File: config.mk
export PLATFORM = sky130hd
export DESIGN_NAME = cache_mem_arbiter
export DESIGN_NICKNAME = d
export VERILOG_FILES = /design/src/rtl/cache_mem_arbiter_pkg.sv /design/src/rtl/cache_mem_arbiter_fill_counter.sv /design/src/rtl/cache_mem_arbiter.sv
export SDC_FILE = /design/constraint.sdc
export NUM_CORES = 1
export LEC_CHECK = 0
export ABC_AREA = 0
export CORE_MARGIN = 4
export CORE_UTILIZATION = 39
export DETAILED_ROUTE_END_ITERATION = 8
export PLACE_DENSITY = 0.77
export SLEW_MARGIN = 15
export SYNTH_ARGS = -nofsm -noshare
export SYNTH_HDL_FRONTEND = slang
export SYNTH_SLANG_ARGS = --single-unit
File: constraint.sdc
create_clock -name clk -period 3.33 [get_ports clk]
set_input_delay 0.666 -clock clk [delete_from_list [all_inputs] [get_ports clk]]
set_output_delay 0.666 -clock clk [all_outputs]
set_load 0.02 [all_outputs]
File: src/rtl/cache_mem_arbiter_pkg.sv
// Shared definitions for the I/D-cache main-memory arbiter: state encodings,
// block alignment mask and the fill address helper.
package cache_mem_arbiter_pkg;

    typedef enum logic [1:0] {
        ST_IDLE    = 2'd0,
        ST_D_FILL  = 2'd1,
        ST_I_FILL  = 2'd2,
        ST_D_WRITE = 2'd3
    } arb_state_t;

    localparam logic [15:0] BLOCK_MASK      = 16'hFFF0;
    localparam int          DEF_MEM_LATENCY = 4;

    // Word k of the 16-byte block containing addr; never leaves the block.
    function automatic logic [15:0] fill_addr(input logic [15:0] addr, input logic [2:0] k);
        return (addr & BLOCK_MASK) + {12'd0, k, 1'b0};
    endfunction

endpackage

File: src/rtl/cache_mem_arbiter_fill_counter.sv
// Issue and return word counters for one block fill; cleared whenever the
// arbiter is not filling so every fill starts from word 0.
module cache_fill_counter #(
    parameter int BLOCK_WORDS = 8
) (
    input  logic       clk,
    input  logic       rst_n,
    input  logic       clear,
    input  logic       issue_en,
    input  logic       ret_en,
    output logic [2:0] issue_cnt,
    output logic [2:0] ret_cnt,
    output logic       issue_active,
    output logic       last_return
);

    localparam logic [2:0] LAST_WORD = 3'(BLOCK_WORDS - 1);

    logic issue_done;

    assign issue_active = issue_en && !issue_done;
    assign last_return  = ret_en && (ret_cnt == LAST_WORD);

    always_ff @(posedge clk) begin
        if (!rst_n || clear) begin
            issue_cnt  <= 3'd0;
            ret_cnt    <= 3'd0;
            issue_done <= 1'b0;
        end else begin
            if (issue_active) begin
                if (issue_cnt == LAST_WORD) begin
                    issue_done <= 1'b1;
                end else begin
                    issue_cnt <= issue_cnt + 3'd1;
                end
            end
            if (ret_en) begin
                ret_cnt <= ret_cnt + 3'd1;
            end
        end
    end

endmodule

File: src/rtl/cache_mem_arbiter.sv
// Arbitrates the single pipelined memory port between I-cache and D-cache:
// 8-word block fills for either cache and single-word D-cache write-through stores.
module cache_mem_arbiter
    import cache_mem_arbiter_pkg::*;
#(
    parameter int MEM_LATENCY = DEF_MEM_LATENCY,
    parameter int BLOCK_WORDS = 8,
    parameter int PRIORITY_RR = 0
) (
    input  logic        clk,
    input  logic        rst_n,
    input  logic        i_req,
    input  logic [15:0] i_addr,
    output logic        i_grant,
    output logic        i_data_valid,
    output logic        i_done,
    input  logic        d_req,
    input  logic        d_wr,
    input  logic [15:0] d_addr,
    input  logic [15:0] d_wdata,
    output logic        d_grant,
    output logic        d_data_valid,
    output logic        d_done,
    output logic [2:0]  fill_word,
    output logic [15:0] fill_data,
    output logic        mem_en,
    output logic        mem_wr,
    output logic [15:0] mem_addr,
    output logic [15:0] mem_wdata,
    input  logic [15:0] mem_rdata,
    input  logic        mem_data_valid,
    output logic        busy
);

    arb_state_t  state, next_state;
    logic        pick_d;
    logic        served_d;
    logic [7:0]  drain;
    logic [15:0] addr_q;
    logic [15:0] wdata_q;

    logic        in_fill, in_write, ret_en;
    logic [2:0]  issue_cnt, ret_cnt;
    logic        issue_active, last_return;

    assign in_fill  = (state == ST_D_FILL) || (state == ST_I_FILL);
    assign in_write = (state == ST_D_WRITE);
    // Returns still in flight from before a reset are swallowed for MEM_LATENCY cycles.
    assign ret_en   = in_fill && mem_data_valid && (drain == 8'd0);

    cache_fill_counter #(.BLOCK_WORDS(BLOCK_WORDS)) u_fill_counter (
        .clk          (clk),
        .rst_n        (rst_n),
        .clear        (!in_fill),
        .issue_en     (in_fill),
        .ret_en       (ret_en),
        .issue_cnt    (issue_cnt),
        .ret_cnt      (ret_cnt),
        .issue_active (issue_active),
        .last_return  (last_return)
    );

    always_comb begin
        next_state = state;
        pick_d     = 1'b0;
        case (state)
            ST_IDLE: begin
                pick_d = d_req && (!i_req || (PRIORITY_RR == 0) || !served_d);
                if (pick_d) begin
                    next_state = d_wr ? ST_D_WRITE : ST_D_FILL;
                end else if (i_req) begin
                    next_state = ST_I_FILL;
                end
            end
            ST_D_FILL, ST_I_FILL: begin
                if (last_return) next_state = ST_IDLE;
            end
            default: next_state = ST_IDLE;
        endcase
    end

    always_ff @(posedge clk) begin
        if (!rst_n) begin
            state    <= ST_IDLE;
            served_d <= 1'b0;
            drain    <= 8'(MEM_LATENCY);
        end else begin
            state <= next_state;
            if (state == ST_IDLE && next_state != ST_IDLE) begin
                served_d <= (next_state != ST_I_FILL);
            end
            if (drain != 8'd0) begin
                drain <= drain - 8'd1;
            end
        end
    end

    // Address and store data are captured on grant; later request changes are ignored.
    always_ff @(posedge clk) begin
        if (state == ST_IDLE) begin
            addr_q  <= pick_d ? d_addr : i_addr;
            wdata_q <= d_wdata;
        end
    end

    assign busy         = (state != ST_IDLE);
    assign i_grant      = (state == ST_I_FILL);
    assign d_grant      = (state == ST_D_FILL) || in_write;
    assign i_data_valid = ret_en && (state == ST_I_FILL);
    assign d_data_valid = ret_en && (state == ST_D_FILL);
    assign i_done       = last_return && (state == ST_I_FILL);
    assign d_done       = (last_return && (state == ST_D_FILL)) || in_write;
    assign fill_word    = ret_en ? ret_cnt : 3'd0;
    assign fill_data    = ret_en ? mem_rdata : 16'd0;

    assign mem_en    = issue_active || in_write;
    assign mem_wr    = in_write;
    assign mem_addr  = in_write     ? addr_q :
                       issue_active ? fill_addr(addr_q, issue_cnt) : 16'd0;
    assign mem_wdata = in_write ? wdata_q : 16'd0;

endmodule

### Yosys cells after proc, flatten, opt, wreduce, memory -nomap -nowiden

Index checks and enable logic that the tools add are counted.

| word-level totals | value |
|---|---|
| register bits | 49 |
| bits of input ports | 70 |
| output and inout port bits | 60 |
| logic and storage cells | 55 |

| operators by class | value |
|---|---|
| add/sub/neg operators | 4 |
| equality and inequality tests | 7 |
| mux-type cells | 12 |
| bitwise gates (word level) | 1 |
| reductions and logical operators | 24 |

Operators with widths:

| operator | count |
|---|---|
| $mux 16 | 5 |
| $add 16x4->16 | 1 |
| $logic_and 1x1->1 | 8 |
| $logic_not 8->1 | 1 |
| $mux 2 | 4 |
| $reduce_bool 8->1 | 1 |
| $sub 8x1->8 const B | 1 |
| $add 3x1->3 const B | 2 |
| $eq 3x3->1 const B | 2 |
| $reduce_and 2->1 | 3 |
| $logic_or 1x1->1 | 5 |
| $eq 2x2->1 const B | 2 |
| $pmux 2 s2 | 1 |
| $logic_not 1->1 | 3 |
| $mux 3 | 1 |
| $ne 3x3->1 const B | 1 |
| $eq 2x1->1 const B | 1 |
| $logic_not 2->1 | 1 |
| $ne 2x2->1 const B | 1 |
| $reduce_bool 2->1 | 1 |
| $reduce_or 2->1 | 1 |
| $mux 1 | 1 |
| $not 1->1 | 1 |

### Depth between registers and ports, before layout

Gate-level depths: netlist of the first run.

| depth | value |
|---|---|
| depth in word-level cells | 7 |
| gate-level depth with buffers | 6 |
| mapped depth without buffers | 6 |

### Modules after synthesis

A second synthesis of the first run with hierarchy kept.

| unflattened totals | value |
|---|---|
| cells, all modules | 215 |
| area total of the unflattened synthesis | 2519.9 µm² |

By module, submodules not included:

| module | times used | cells each | area each (µm²) | seq. area each (µm²) |
|---|---|---|---|---|
| cache_mem_arbiter | 1 | 183 | 2172.1 | 1161.1 |
| cache_fill_counter | 1 | 32 | 347.8 | 140.1 |

### Worst setup path after synthesis of the first run

No wires, ideal clock.

| path | value |
|---|---|
| path kind | reg2reg |
| start | reg state[0] |
| end | reg addr_q[10], data pin |
| setup time | 260 ps |
| arrival time | 2292 ps |
| required time | 3070 ps |
| setup slack | 778 ps |
| stages on the path, launching flop included | 6 |
| buffers on the path | 1 |
| period minus slack after synthesis | 2552 ps |
| cells stage by stage | dfxtp_1 > inv_1 > ha_1 > nand2_1 > clkbuf_1 > mux2_2 |

| on the way | value |
|---|---|
| longest elaborated chain between the ends | 3 |

Ends and longest elaborated chain:

| what | line | source |
|---|---|---|
| from (decl) | cache_mem_arbiter.sv:35 | `arb_state_t state, next_state;` |
| from (signal assigned) | cache_mem_arbiter.sv:88 | `state <= next_state;` |
| $logic_not 2->1 | cache_mem_arbiter.sv:66 | `case (state)` |
| $mux 1 | cache_mem_arbiter.sv:66 |  |
| $mux 16 | cache_mem_arbiter.sv:101 | `addr_q <= pick_d ? d_addr : i_addr;` |
| to (signal assigned) | cache_mem_arbiter.sv:101 |  |
| to (decl) | cache_mem_arbiter.sv:39 | `logic [15:0] addr_q;` |

Every way passes these cells.
A chain may end at the register's enable or synchronous reset.

### Final worst setup path of the first run

| path | value |
|---|---|
| start | reg drain[2] |
| end | out fill_data[2] |

| on the way | value |
|---|---|
| longest elaborated chain between the ends | 3 |

Ends and longest elaborated chain:

| what | line | source |
|---|---|---|
| from (decl) | cache_mem_arbiter.sv:38 | `logic [7:0] drain;` |
| from (signal assigned) | cache_mem_arbiter.sv:86 | `drain <= 8'(MEM_LATENCY);` |
| from (signal assigned) | cache_mem_arbiter.sv:93 | `drain <= drain - 8'd1;` |
| $logic_not 8->1 | cache_mem_arbiter.sv:49 | `assign ret_en = in_fill && mem_data_valid && (drain == 8'd0);` |
| $logic_and 1x1->1 | cache_mem_arbiter.sv:49 |  |
| $mux 16 | cache_mem_arbiter.sv:114 | `assign fill_data = ret_en ? mem_rdata : 16'd0;` |
| to (decl) | cache_mem_arbiter.sv:25 | `output logic [15:0] fill_data,` |

Every way passes these cells.

==> results of run 1 <==
## cell usage after synthesis, types with 2 or more instances
| library cell | count |
|---|---|
| clkbuf_1 | 5 |
| dfxtp_1 | 17 |
| nand2_1 | 8 |
| edfxtp_1 | 32 |
| buf_6 | 2 |
| mux2_2 | 16 |
| o21ai_0 | 3 |
| inv_1 | 10 |
| or4_1 | 2 |
| a21oi_1 | 5 |
| mux2i_1 | 6 |
| ha_1 | 10 |
| xnor2_1 | 7 |
| nor2_1 | 16 |
| and2_1 | 39 |
| nor2b_1 | 12 |
## cells in the final DEF (no fill, tap or decap), types with 2 or more instances in the layout
master and n:
clkdlybuf4s50_1 106, and2_1 39, edfxtp_1 32, dlymetal6s2s_1 23, dfxtp_1 17, nor2_1 16
mux2_2 16, nor2b_1 12, inv_1 10, ha_1 9, nand2_1 8, xnor2_1 7
mux2i_1 6, buf_4 6, a21oi_1 5, clkbuf_8 5, o21ai_0 3, and3_4 2
clkinv_2 2
## layer usage
metal | GRT usage [%] | vias up | share of wire [%]
met5 | 0 | - | 0
met4 | 2.83 | 0 | 0.52
met3 | 5.49 | 4 | 9.9
met2 | 25.7 | 86 | 49
met1 | 19.0 | 876 | 41
li1 | - | 990 | -
## flip-flops by register name, indices dropped and copies added (netlist names)
signal,count
u_fill_counter.issue_cnt,3
drain,8
u_fill_counter.ret_cnt,3
addr_q,16
u_fill_counter.issue_done,1
wdata_q,16
state,2
## cell type report
type / count / area (um^2)
flip-flops and latches: 49 / 1300
inverters: 10 / 37.5
multi-input cells: 143 / 1070
repair buffers: 135 / 1390
well taps: 75 / 93.8
clock inverters: 3 / 17.5
fillers: 466 / 2010
clock buffers: 5 / 68.8
## through the flow
step | hold WS, ns | instance area, um^2
2_1_floorplan | 0.461 | 2430
3_3_place_gp | 0.486 | 3800
3_5_place_dp | 0.490 | 3800
4_1_cts | 0.506 | 3910
5_1_grt | 0.547 | 3980
6_report | 0.508 | 3980
## power by group through the flow
stage | Clock (mW) | Combinational, mW | Sequential [mW]
floorplan | 0 | 0.750 | 1.04
global placement | 0 | 1.24 | 1.05
finish | 0.339 | 1.28 | 1.05
detailed placement | 0 | 1.26 | 1.07
CTS | 0.354 | 1.29 | 1.05
global route | 0.375 | 1.39 | 1.08
## worst min-delay path: cells and delay by family (launching register included)
| family | cells | cell delay, ns |
|---|---|---|
| flops | 1 | 0.34 |
| compound gates | 2 | 0.13 |
## what timing repair did
action | 4_1_cts | 5_1_grt
cloned | 1 | 1
pin swaps | 2 | 2
buffers inserted | 1 | 1
resized for setup | 2 | 23
endpoints found under the setup margin | 23 | 23
## worst paths after layout
| kind | slack [ns] | cells after the start | end | startpoint |
|---|---|---|---|---|
| worst min register to register | 0.51 | 2 | drain[3] | drain[3] |
| worst max-delay path | 0.41 | 5 | fill_data[2] | drain[2] |
| worst max register to register | 1.11 | 5 | addr_q[2] | state[0] |
| worst min-delay path | 0.51 | 2 | drain[3] | drain[3] |
## cell families (layout without fill, tap and decap cells)
kind of cell,after synthesis,count (layout),synth area share (%)
and+or+nand+nor,87,89,21.2
muxes,22,22,9.90
AOI/OAI and AO/OA,14,14,3.76
xor gates and xnor gates,8,8,2.89
DFF,49,49,53.6
buffers and inverters,18,153,3.45
adders and majority gates,10,10,5.15
==> flow_summary.toml, run 1 <==
[pwr]
internal_power_mw = 1.72
seq_power_share_pct = 39.4
power_density_nw_per_um2 = 671
leakage_nw = 1.91
switchingPower_uw = 949
p_sw_share_pct = 35.5
combinationalPowerShare_pct = 47.9
p_clk_share_pct = 12.7
ir_drop_uv = 362
power.total_mw = 2.67

[run]
maxCapViolCount = 0

[floorplanning]
rows = 28
dieArea_um2 = 7550
start_util_pct = 40.5
fp.dieW_um = 86.9
io_pins = 130
die_y_um = 86.9
coreArea_um2 = 5990

[global_routing]
grt.total_usage_pct = 15.3
grt_remaining_overflow = 0
grt_antenna_before_repair = 0
grt_pass1_wl_um = 9040
first_global_vias = 1876
grt_max_degree = 17

[sta]
drv_slew = 0
finalSetupViolCount = 0
clock.fmax_mhz = 343
layout_setup_ws_ns = 0.412
post-route-min-period_ns = 2.92
period_share_pct = 87.6
tightestPinTransition_ns = 0.671
setup_tns_ns = 0
grt_setup_unrepaired = "no"
finalClockSkew_ns = 0.00363
slew_headroom_pct = 55.1
finalHoldViolations = 0

[synthesis]
syn_area_per_cell_um2 = 11.7
async_reset_ff_share_pct = 0
syn_nets = 288
synth_cell_types = 34
yosysTopAreaCell = "edfxtp_1"
yosysSeqAreaShare_pct = 53.6
yosys_warnings = 0
synthFlopType = "edfxtp_1"
netlist_instances = 208
syn_area_um2 = 2430
synth_top_cell_area_share_pct = 39.6
synth_edf_count = 32
synth.area.top_cells = "edfxtp_1 40%, dfxtp_1 14%, and2_1 10%, mux2_2 7.4%, ha_1 5.2%"
synth-seq-cells = 49

[routing]
drtIter0Drc = 48
route.detailed.drc = 0
wl_um = 5950
via_per_inst = 4.66
wl_per_cell_um = 14.2
antenna_left = 0
num_vias = 1956
dr.pass1.iters = 4

[clocking]
clockRootBuffer = "clkbuf_8"
h-tree-depth = 2
insertion_delay_ns = 0.30
max-clock-path-buffers = 2
cts_tree = "done"
clk_pin_slew_ns = 0.08
numCtsBuffers = 5
numClockSinks = 49
hold_buffers = 0

[cells_and_area]
syn2layout_area_growth_pct = 64.0
nets = 424
finalNonFillerCells = 420
drive_above_1_share_pct = 11.3
antenna_cells = 0
postLayoutCoreUtil_pct = 66.4

[setup_path]
path_delay_family = "simple AND/OR/NAND/NOR gates"
worstPathCellList = "or4_4, nor4b_4, and3_4, and2_1, dlymetal6s2s_1"
worstSetupPathType = "reg2out"
start_kind = "flop"
cp_max_fo = 11
required_ns = 2.66
path_buf_inv = 1
cp_slowest_cell = "or4_4"
cpPeakStageDelay_ns = 0.59
cp_data_arrival_time_ns = 2.25
end_kind = "output pin"

[placed_design]
io_buffers = 129
dp_hpwl_um = 4540
place.gp.congestion = 0.884
placed_cells = 408
dp_slack_ns = 0.194

[outcome]
outcome = "finished clean"

[hold_path]
hold_path.class = "reg2reg"
Power figures use the tool's default switching activity.
==> inputs of run 2 (changes only) <==
Settings changed: CELL_PAD_IN_SITES_DETAIL_PLACEMENT from default to 1, CELL_PAD_IN_SITES_GLOBAL_PLACEMENT from default to 2, CORE_UTILIZATION 39 to 23.
==> run 2 against run 1 <==
  * Hold slack got worse by 0.0038 ns
  * Largest power group unchanged
  * Utilization decreased by 27 points
  * Sequential power about the same
  * Cell count increased by 14%
  * Clock skew increased by 0.0024 ns
  * Critical endpoint is now i_done
  * Sequential share of layout area decreased by 0.35 points
  * Design area increased by 1.1%
  * Largest cell class unchanged
  * Register-to-register slack improved by 0.05 ns
  * Critical path depth unchanged
  * Flip-flop and latch count unchanged
  * Wire length increased by 14%
==> flow_summary.toml, run 2 (synthesized netlist as in run 1, its figures left out) <==
[outcome]
outcome = "finished clean"

[setup_path]
cp_slowest_cell = "or4_1"
cpPeakStageDelay_ns = 0.61
reg2reg_to = "addr_q[1]"
required_ns = 2.66
r2r_slack_ns = 1.16
worstRegToRegCells = 4
path_buf_inv = 1
path_delay_family = "simple AND/OR/NAND/NOR gates"
cp_max_fo = 6
r2r-start = "state[1]"
worstSetupPathType = "reg2out"
cp_data_arrival_time_ns = 2.38
start_kind = "flop"
end_kind = "output pin"
worstPathCellList = "or4_1, nor4b_4, and3_4, and3_1, dlygate4sd2_1"

[clocking]
h-tree-depth = 2
numClockSinks = 49
cts_tree = "done"
hold_buffers = 0
clockRootBuffer = "clkbuf_8"
clk_pin_slew_ns = 0.10
numCtsBuffers = 5
max-clock-path-buffers = 2
insertion_delay_ns = 0.31

[placed_design]
io_buffers = 129
placed_cells = 469
place.gp.congestion = 0.758
dp_hpwl_um = 5260
dp_slack_ns = 0.251

[global_routing]
grt.total_usage_pct = 11.0
grt_max_degree = 24
grt_remaining_overflow = 0
first_global_vias = 2100
grt_pass1_wl_um = 10800
grt_antenna_before_repair = 0

[cells_and_area]
final_cell_mix = "106 x clkdlybuf4s50_1, 39 x and2_1, 32 x edfxtp_1"
n_fill_cell = 1139
syn2layout_area_growth_pct = 65.7
final_common_cell = "clkdlybuf4s50_1"
finalNonFillerCells = 480
antenna_cells = 0
seqCellArea_um2 = 1300
postLayoutCoreUtil_pct = 39.0
nets = 423
top_regs = "addr_q: 16 flops, wdata_q: 16 flops, drain: 8 flops"
drive_above_1_share_pct = 11.0
multi_input_area_um2 = 1070

[sta]
drv_slew = 0
finalHoldViolations = 0
hold_slack_ns = 0.504
finalClockSkew_ns = 0.00605
finalSetupViolCount = 0
slew_headroom_pct = 50.9
grt_setup_unrepaired = "no"
tightestPinTransition_ns = 0.735
layout_setup_ws_ns = 0.288
clock.fmax_mhz = 329
period_share_pct = 91.3
setup_tns_ns = 0
post-route-min-period_ns = 3.04

[pwr]
combinationalPowerShare_pct = 47.5
p_clk_share_pct = 13.8
seq_power_share_pct = 38.7
switchingPower_mw = 1.00
internal_power_mw = 1.72
leakage_nw = 1.76
power_density_nw_per_um2 = 676
ir_drop_uv = 215
p_sw_share_pct = 36.8

[routing]
drtIter0Drc = 67
wl_um = 6800
wl_per_cell_um = 14.2
antenna_left = 0
num_vias = 1999
dr.pass1.iters = 4
route.detailed.drc = 0
via_per_inst = 4.16

[floorplanning]
die_y_um = 111
fp.dieW_um = 111
io_pins = 130
start_util_pct = 23.5
dieArea_um2 = 12300
coreArea_um2 = 10300
rows = 37

[hold_path]
hold_path.class = "reg2reg"
hold_path_startpoint = "drain[3]"
hold_end = "drain[3]"
hold_depth = 2

[run]
maxCapViolCount = 0
## run 2: cell types whose count changed in the layout (fill, tap and decap cells not counted), moves of 2 or more
| cell | delta |
|---|---|
| dlymetal6s2s_1 | -10 |
| dlygate4sd2_1 | +10 |
| clkinv_2 | -2 |
| inv_6 | +2 |
## run 2: tightest hold or removal path: stages, from the launching register on
cell and delay [ns]:
dfxtp_1 0.34, o31ai_1 0.07, a21oi_1 0.06
## run 2: repair_timing
action | 4_1_cts | 5_1_grt
cloned | 2 | 0
pin swaps | 3 | 0
setup buffers | 1 | 0
resized for setup | 11 | 15
endpoints found under the setup margin | 23 | 23
## run 2: how the worst max path moves through the flow
stage	to	cells after the start	startpoint	slack [ns]
2_1_floorplan	addr_q[10]	5	state[0]	0.78
3_3_place_gp	i_done	5	drain[2]	0.30
3_5_place_dp	i_done	5	drain[2]	0.25
4_1_cts	fill_data[4]	5	drain[2]	-0.01
5_1_grt	i_done	5	drain[2]	0.11
6_report	i_done	5	drain[2]	0.29
## run 2: power groups by stage
stage                     clock [mW]  combinational, mW  sequential [mW]
final                          0.376               1.29             1.05
after floorplan                    0              0.750             1.04
after CTS                      0.398               1.32             1.06
after global routing           0.415               1.42             1.09
after global placement             0               1.27             1.06
after detailed placement           0               1.29             1.07
## run 2: final cells by class
type / instances / area share, %
inverter: 10 / 0.933
clock inverter: 3 / 0.622
sequential: 49 / 32.3
multi-input combinational: 143 / 26.6
tap: 136 / 4.23
timing repair buffer: 134 / 33.5
clock buffer: 5 / 1.71
## run 2: layer usage
layer  track usage (%)  share of wire, %  vias to the layer above  wire length (um)
met5                 0                 0                        -                 0
met4              3.20               1.2                        0                82
met3              3.17               6.6                        5               451
met2              20.3                52                       69              3560
met1              12.1                40                      943              2710
li1                  -                 -                      982                 -
## run 2: stage by stage
step                cell area, um^2  total power, mW
floorplan                      2430             1.79
global placement               3870             2.33
detailed placement             3870             2.36
CTS                            3980             2.77
global route                   4020             2.92
finish                         4020             2.72
==> inputs of run 3 (changes only) <==
Settings changed: CORE_MARGIN 4 to 5, TNS_END_PERCENT from default to 100.
==> run 3 against run 2 <==
  * Utilization is 0.52 points higher
  * Wire length grew 1.8%
  * Register-to-register slack better by 0.09 ns
  * First-iteration DRC count stayed put
  * Combinational power hardly changed
  * Hold slack better by 0.010 ns
  * Power rose by 1.7%
  * Sequential power barely moved
  * Cell count unchanged
  * Via count up 0.50%
  * Global-route usage fell by 0.51 points
  * Critical path type unchanged
  * Critical endpoint is now fill_data[11]
  * Largest cell class unchanged
  * Highest routed layer unchanged
==> flow_summary.toml, run 3 (synthesized netlist as in run 1, its figures left out) <==
[sta]
period_share_pct = 87.9
slew_headroom_pct = 53.6
drv_slew = 0
tightestPinTransition_ns = 0.694
finalSetupViolCount = 0
finalHoldViolations = 0
finalClockSkew_ns = 0.00278
grt_setup_unrepaired = "no"
clock.fmax_mhz = 342
post-route-min-period_ns = 2.93
layout_setup_ws_ns = 0.403

[clocking]
max-clock-path-buffers = 2
h-tree-depth = 2
insertion_delay_ns = 0.30
numClockSinks = 49
numCtsBuffers = 5
clockRootBuffer = "clkbuf_8"
cts_tree = "done"
clk_pin_slew_ns = 0.09

[setup_path]
r2r-start = "state[1]"
worstRegToRegCells = 4
crit_path_start = "drain[2]"
cp_data_arrival_time_ns = 2.26
cp_max_fo = 11
worstSetupPathType = "reg2out"
required_ns = 2.66
end_kind = "output pin"
start_kind = "flop"

[global_routing]
grt_antenna_before_repair = 0
grt_remaining_overflow = 0
grt_pass1_wl_um = 10600
grt.total_usage_pct = 10.5
first_global_vias = 2058
grt_max_degree = 23

[cells_and_area]
nets = 423
syn2layout_area_growth_pct = 67.9
final_cell_mix = "106 x clkdlybuf4s50_1, 39 x and2_1, 32 x edfxtp_1"
top_regs = "addr_q: 16 flops, wdata_q: 16 flops, drain: 8 flops"
final_common_cell = "clkdlybuf4s50_1"
drive_above_1_share_pct = 10.8
antenna_cells = 0
finalNonFillerCells = 480

[floorplanning]
io_pins = 130
start_util_pct = 23.5
coreArea_um2 = 10300
die_y_um = 113
dieArea_um2 = 12700
fp.dieW_um = 113
rows = 37

[routing]
via_per_inst = 4.19
wl_um = 6930
wl_per_cell_um = 14.4
num_vias = 2009
route.detailed.drc = 0
dr.pass1.iters = 4
antenna_left = 0
drtIter0Drc = 67

[hold_path]
hold_path_startpoint = "u_fill_counter.issue_cnt[2]"
hold_depth = 2
hold_path.class = "reg2reg"

[pwr]
ir_drop_uv = 230
power_density_nw_per_um2 = 678
leakage_nw = 1.91

[outcome]
outcome = "finished clean"

[placed_design]
dp_hpwl_um = 5370
io_buffers = 129
placed_cells = 468
place.gp.congestion = 0.747
dp_slack_ns = 0.154

[run]
maxCapViolCount = 0
==> run 3: cell count changes in the layout (fill, tap and decap cells not counted), sizes merged <==
| cell | change |
|---|---|
| inv | -2 |
| dlymetal6s2s | +10 |
| dlygate4sd2 | -10 |
| clkinv | +1 |
| bufinv | +1 |
==> run 3: through the flow <==
stage                     area [um^2]  utilization, %  setup TNS, ns  hold slack, ns  power (mW)
after floorplan                  2430               -              0           0.461        1.79
after CTS                        4010            38.8       -0.00343           0.518        2.83
after detailed placement         3870            37.5              0           0.504        2.36
final                            4080            39.5              0           0.514        2.76
after global routing             4080            39.5              0           0.552        2.97
after global placement           3870            37.5              0           0.484        2.33
==> run 3: report_power, final <==
part	switching, mW	internal [mW]	total [mW]
Sequential	0.103	0.949	1.05
Combinational	0.670	0.621	1.29
Clock	0.202	0.221	0.423
Total	0.974	1.79	2.76
==> run 3: cell type report <==
class,count,area (um^2)
Multi-Input combinational cell,143,1070
Timing Repair Buffer,134,1390
Sequential cell,49,1300
Inverter,10,37.5
Clock inverter,3,41.3
Fill cell,1134,6250
Clock buffer,5,68.8
Tap cell,136,170
==> run 3: timing repair <==
| action | 4_1_cts | 5_1_grt |
|---|---|---|
| gates resized for setup | 2 | 24 |
| cloned | 2 | 0 |
| endpoints found under the setup margin | 23 | 23 |
| setup buffers | 1 | 1 |
| pin swaps | 2 | 1 |
| hold buffers | 0 | 0 |
==> run 3: worst max-delay path, stage by stage, from the launching register on <==
cell	delay, ns
dfxtp_1	0.35
or4_4	0.60
nor4b_4	0.35
and3_4	0.31
and2_1	0.13
dlymetal6s2s_1	0.22
==> run 3: metal layers <==
layer  track usage, %  share of wire, %
met5                0                 0
met4             3.21               1.7
met3             3.58               7.4
met2             19.8                53
met1             10.8                38
==> run 3: worst paths after layout <==
check	to	slack [ns]
worst max register to register	addr_q[1]	1.25
worst min register to register	u_fill_counter.issue_cnt[2]	0.51
worst min-delay path	u_fill_counter.issue_cnt[2]	0.51
worst max-delay path	fill_data[11]	0.40
